<file path="src/rtl/wb_ram32_bridge.sv">
// Wishbone classic slave in front of the single-port ram32 word memory.
// Byte-lane writes are done as an internal read-modify-write since ram32 has no byte enables.
module wb_ram32_bridge #(
    parameter int unsigned RAM_SIZE = 1024
) (
    input  logic                     clk,
    input  logic                     reset,
    input  logic [31:0]              wb_adr_i,
    input  logic [31:0]              wb_dat_i,
    input  logic [3:0]               wb_sel_i,
    input  logic                     wb_we_i,
    input  logic                     wb_cyc_i,
    input  logic                     wb_stb_i,
    output logic [31:0]              wb_dat_o,
    output logic                     wb_ack_o,
    output logic [$clog2(RAM_SIZE/4)-1:0] ram_addr,
    output logic                     ram_ce,
    output logic                     ram_we,
    output logic [31:0]              ram_wdata,
    input  logic [31:0]              ram_rdata
);

    localparam int unsigned RAM_ADDR_BITS = $clog2(RAM_SIZE / 4);

    typedef enum logic [2:0] {StIdle, StRd, StRdw, StWr, StAck} state_e;

    state_e                   state_q;
    logic [RAM_ADDR_BITS-1:0] adr_q;
    logic [31:0]              wdat_q;
    logic [3:0]               sel_q;
    logic                     we_q;
    logic [31:0]              rdat_q;
    logic [31:0]              merged;

    // Bits outside the word index are don't-care; upper bits give modulo aliasing.
    logic unused_adr;
    assign unused_adr = ^{wb_adr_i[31:RAM_ADDR_BITS+2], wb_adr_i[1:0]};

    always_ff @(posedge clk) begin
        if (reset) begin
            state_q <= StIdle;
            adr_q   <= '0;
            wdat_q  <= '0;
            sel_q   <= '0;
            we_q    <= 1'b0;
            rdat_q  <= '0;
        end else begin
            case (state_q)
                StIdle: begin
                    if (wb_cyc_i && wb_stb_i) begin
                        adr_q  <= wb_adr_i[RAM_ADDR_BITS+1:2];
                        wdat_q <= wb_dat_i;
                        sel_q  <= wb_sel_i;
                        we_q   <= wb_we_i;
                        if (!wb_we_i) begin
                            state_q <= StRd;
                        end else if (wb_sel_i == 4'hF) begin
                            state_q <= StWr;
                        end else if (wb_sel_i == 4'h0) begin
                            state_q <= StAck;
                        end else begin
                            state_q <= StRd;
                        end
                    end
                end
                StRd: state_q <= StRdw;
                StRdw: begin
                    if (!we_q) begin
                        rdat_q <= ram_rdata;
                    end
                    state_q <= StAck;
                end
                StWr:    state_q <= StAck;
                StAck:   state_q <= StIdle;
                default: state_q <= StIdle;
            endcase
        end
    end

    always_comb begin
        for (int n = 0; n < 4; n++) begin
            merged[8*n +: 8] = sel_q[n] ? wdat_q[8*n +: 8] : ram_rdata[8*n +: 8];
        end
    end

    always_comb begin
        ram_ce    = 1'b0;
        ram_we    = 1'b0;
        ram_addr  = '0;
        ram_wdata = '0;
        if (!reset) begin
            case (state_q)
                StRd: begin
                    ram_ce   = 1'b1;
                    ram_addr = adr_q;
                end
                StRdw: begin
                    if (we_q) begin
                        ram_ce    = 1'b1;
                        ram_we    = 1'b1;
                        ram_addr  = adr_q;
                        ram_wdata = merged;
                    end
                end
                StWr: begin
                    ram_ce    = 1'b1;
                    ram_we    = 1'b1;
                    ram_addr  = adr_q;
                    ram_wdata = wdat_q;
                end
                default: ;
            endcase
        end
    end

    // Ack follows cyc so a master that abandons the cycle never sees a stray ack.
    assign wb_ack_o = (state_q == StAck) && wb_cyc_i && !reset;
    assign wb_dat_o = rdat_q;

endmodule
</file>
<file path="config.mk">
export PLATFORM = sky130hd
export DESIGN_NAME = wb_ram32_bridge
export DESIGN_NICKNAME = d
export VERILOG_FILES = /design/src/rtl/wb_ram32_bridge.sv
export SDC_FILE = /design/constraint.sdc
export NUM_CORES = 1
export LEC_CHECK = 0
export CAP_MARGIN = 20
export CORE_UTILIZATION = 40
export CTS_CLUSTER_SIZE = 14
export DETAILED_ROUTE_END_ITERATION = 10
export HOLD_SLACK_MARGIN = 0.12
export PLACE_DENSITY_LB_ADDON = 0.25
export SLEW_MARGIN = 30
export SYNTH_ARGS = -nofsm -noshare
export SYNTH_HDL_FRONTEND = slang
export SYNTH_SLANG_ARGS = --single-unit
</file>
<file path="constraint.sdc">
create_clock -name clk -period 4.8 [get_ports clk]
set_input_delay 1.2 -clock clk [delete_from_list [all_inputs] [get_ports clk]]
set_output_delay 1.2 -clock clk [all_outputs]
set_load 0.03 [all_outputs]
</file>
Word level (Yosys, flattened, before mapping)
Cells that the tools add are included.

storage, ports and cells
  register bits = 80
  input port bits = 105
  output and inout bits = 75
  word-level logic and storage cells = 43

operators by class
  equal/unequal tests = 6
  muxes and demuxes = 20
  bitwise gates (word level) = 1
  reductions and logical operators = 10

operators with widths
  kind                                                  count
  two-way mux 32 bit                                    2
  case mux 32 bit (2 select lines)                      1
  two-way mux 8 bit                                     6
  case mux 8 bit (2 select lines)                       1
  two-way mux 3 bit                                     4
  case mux 3 bit (3 select lines)                       1
  equality test 3 x 2 -> 1 bit (second input constant)  2
  equality test 4 bit (second input constant)           1
  zero test 4 bit                                       1
  case mux 1 bit (2 select lines)                       2
  AND reduction 2 bit                                   2
  OR reduction 2 bit                                    2
  equality test 3 x 1 -> 1 bit (second input constant)  1
  equality test 3 bit (second input constant)           1
  logical AND 1 bit                                     3
  zero test 3 bit                                       1
  two-way mux 1 bit                                     3
  != test 2 bit (second input constant)                 1
  zero test 1 bit                                       1
  NOT 1 bit                                             1

Depth between registers and ports, before layout
  word-level depth = 6
  depth in mapped cells = 6
  gate-level depth less buffers = 3

Worst setup path before layout
OpenSTA, ideal clock, no wires.

  path type = input-to-output
  from = in reset
  to = out wb_ack_o
  arrival time = 2.692 ns
  data required time = 3.600 ns
  slack = 0.908 ns
  cell stages on the path = 4
  buffers on the path = 3
  path through = buf_2 > clkbuf_1 > clkbuf_1 > nor4_1

on the way
  longest elaborated chain between the ends = 2

ends and longest elaborated chain
  element            RTL line  text
  from (decl)        7         input logic reset,
  zero test 1 bit    117       assign wb_ack_o = (state_q == StAck) && wb_cyc_i && !reset;
  logical AND 1 bit  117
  to (decl)          15        output logic wb_ack_o,

No other way between the ends.

Worst setup path after layout
  from = in reset
  to = out ram_addr[0]

on the way
  longest elaborated chain between the ends = 1

ends and longest elaborated chain
  element            RTL line  text
  two-way mux 8 bit  91        if (!reset) begin
  to (decl)          16        output logic [$clog2(RAM_SIZE/4)-1:0] ram_addr,

No other way between the ends.

==> results.py <==
metrics = {
    "placed_design": {
        "detailed_place_hpwl_um": 6960,
        "port_buffers": 155,
        "placement.setup.worst_slack_ns": 0.452,
        "place.gp.congestion": 0.724,
    },
    "synth": {
        "synth.yosys.seq_area_share_pct": 42.6,
        "yosys_most_used_dff": "dfxtp_1",
        "yosysTopAreaCellShare_pct": 42.6,
        "yosysWarnings": 0,
        "netlist_area_um2": 3760,
        "async_flop_share_pct": 0,
        "synth_largest_area_cell": "dfxtp_1",
        "synth.lib_cells_used.distinct": 29,
        "synth.ff_latch_count": 80,
        "synthCells": 414,
        "synth_area_per_cell_um2": 9.08,
        "netlist_top_cells_area": "dfxtp_1 (43%), nand2b_1 (14%), mux2i_1 (10%)",
        "number_of_synthesized_flops_with_an_enable_pin": 0,
        "mappedNetlistNets": 519,
    },
    "floorplan": {
        "fp.coreArea_um2": 9150,
        "die_h_um": 98.9,
        "design.portCount": 180,
        "initial_core_util_pct": 41.1,
        "die_width_um": 98.9,
        "num_rows": 35,
        "die_area_um2": 9790,
    },
    "drt": {
        "antenna_violating_nets_post_route": 0,
        "detail_route.iter0.violations": 82,
        "drc": 0,
        "routed_wirelength_um": 9770,
        "drt-pass1-iter-count": 4,
        "routed_via_density": 5.04,
        "routed_via_count": 3364,
        "detail_route.wl_per_cell_um": 14.6,
    },
    "cts": {
        "cts_buffer_depth": 2,
        "cts_max_level": 3,
        "post_cts_resized": 0,
        "post_cts.repair.setup_buffers": 0,
        "ctsHoldBuffers": 0,
        "clock_tree_from_tritoncts": "yes",
        "cts_root_buf": "clkbuf_8",
        "clock_sinks": 80,
        "cts_buffers": 9,
        "clkLatencyLatePin_ns": 0.34,
        "worst_setup_hold_path_clk_slew_ns": 0.08,
    },
    "hold_path": {
        "hold_path_class": "reg2reg",
    },
    "layout": {
        "fraction_of_final_layout_cells_with_drive_strength_greater_than_1_pct": 8.08,
        "diodes": 0,
        "ff_latch_area_um2": 1600,
        "final_cell_mix": "clkdlybuf4s50_1 (152), nand2b_1 (85), dfxtp_1 (80)",
        "nFillCells": 827,
        "multiInputGateArea_um2": 2000,
        "syn2layout_area_growth_pct": 47.7,
        "postLayoutCoreUtil_pct": 60.6,
        "num-nets-final": 660,
        "layout.cells.most_common": "clkdlybuf4s50_1",
    },
    "timing": {
        "slew-limit-headroom_pct": 49.9,
        "period_share_pct": 90.0,
        "setup_ws_ns": 0.479,
        "fmax_mhz": 231,
        "timing.clock.skew_ns": 0.00793,
        "final_hold_violation_count": 0,
        "fin_crit_ns": 4.32,
        "fin_setup_tns_ns": 0,
        "setup_viol": 0,
        "setup_repair_after_global_routing_missed_its_margin": "no",
        "report.final.slew_viol_count": 0,
        "tightestPinTransition_ns": 0.751,
    },
    "power": {
        "power_per_cell_area_nw_per_um2": 257,
        "cellLeakagePower_nw": 1.91,
        "worst_ir_drop_vdd_v": 0.000143,
    },
    "worst_setup_path": {
        "cp_data_arrival_time_ns": 3.12,
        "endpoint_kind": "output port",
        "cp.required_ns": 3.60,
        "critPathKind": "in2out",
        "cp_max_fo": 77,
        "setup.worst_path.start_class": "input pin",
    },
    "flow_run": {
        "max-cap-violations": 0,
    },
    "global_routing": {
        "initial_antenna_violation_count": 0,
        "globalRouteOverflowTotal": 0,
        "largest_net_degree_at_the_start_of_global_routing": 78,
        "first_global_vias": 3352,
        "first_pass_grt_wire_length_um": 16000,
        "track_usage_pct": 20.4,
    },
    "outcome": {
        "outcome": "completed",
    },
}
## logic make-up after synthesis
kind of cell | Yosys count | synth area share [%]
compound gates | 79 | 15.8
buf+inv | 33 | 4.56
flops | 80 | 42.6
simple gates | 184 | 26.9
mux | 38 | 10.1
## critical path, cell delays in order
cell and delay, ns:
buf_2 0.08, buf_4 0.50, buf_4 0.46, nand2b_1 0.20, nor2_1 0.06, clkdlybuf4s50_1 0.60
## layout make-up
| type | instances | share of cell area (%) |
|---|---|---|
| Multi-Input combinational cell | 301 | 36.0 |
| Sequential cell | 80 | 28.9 |
| Tap cell | 111 | 2.50 |
| Clock buffer | 9 | 2.23 |
| Clock inverter | 4 | 1.31 |
| Timing Repair Buffer | 163 | 29.1 |
## worst paths after layout
check                           slack [ns]         from  cells after the start     endpoint
worst min register to register        0.46  wb_dat_o[2]                      2  wb_dat_o[2]
worst max register to register        2.79   state_q[1]                      3  wb_dat_o[5]
worst min-delay path                  0.46  wb_dat_o[2]                      2  wb_dat_o[2]
worst max-delay path                  0.48        reset                      6  ram_addr[0]
## report_power, final
group          total (mW)  internal (mW)  switching (mW)
logic               0.203          0.117          0.0863
clock network       0.517          0.284           0.233
registers           0.709          0.692          0.0176
## cells in the mapped netlist (4+ instances only)
master     instances
buf_2             11
a22o_1            32
buf_6              4
a2bb2oi_2          7
nand2b_1          85
a21oi_1           37
clkbuf_1          17
nor4_2             4
dfxtp_1           80
nor2_2             4
mux2i_1           38
nand2_1           68
nor2_1             8
## sequential cells by signal, summed over array words and instances (netlist names)
register  flops
state_q       3
wdat_q       32
wb_dat_o     32
we_q          1
sel_q         4
adr_q         8
## per-layer routing
layer  vias to the layer above  part of all wire [%]  global-route usage [%]
li1                       1690                     -                       -
met1                      1566                    45                    25.2
met2                        90                    50                    35.2
met3                        18                   3.8                    3.48
met4                         0                   2.1                    8.27
met5                         -                     0                       0
## stage by stage
stage          power (mW)  std cells  hold slack, ns  cell area, µm²
6_report             1.43        668           0.455            5550
5_1_grt              1.50        668           0.480            5550
4_1_cts              1.44        668           0.458            5550
3_5_place_dp        0.928        655           0.447            5350
3_3_place_gp        0.923        655           0.440            5350
2_1_floorplan       0.826        414           0.444            3760
Note: power is estimated with default switching activity, not from simulation.
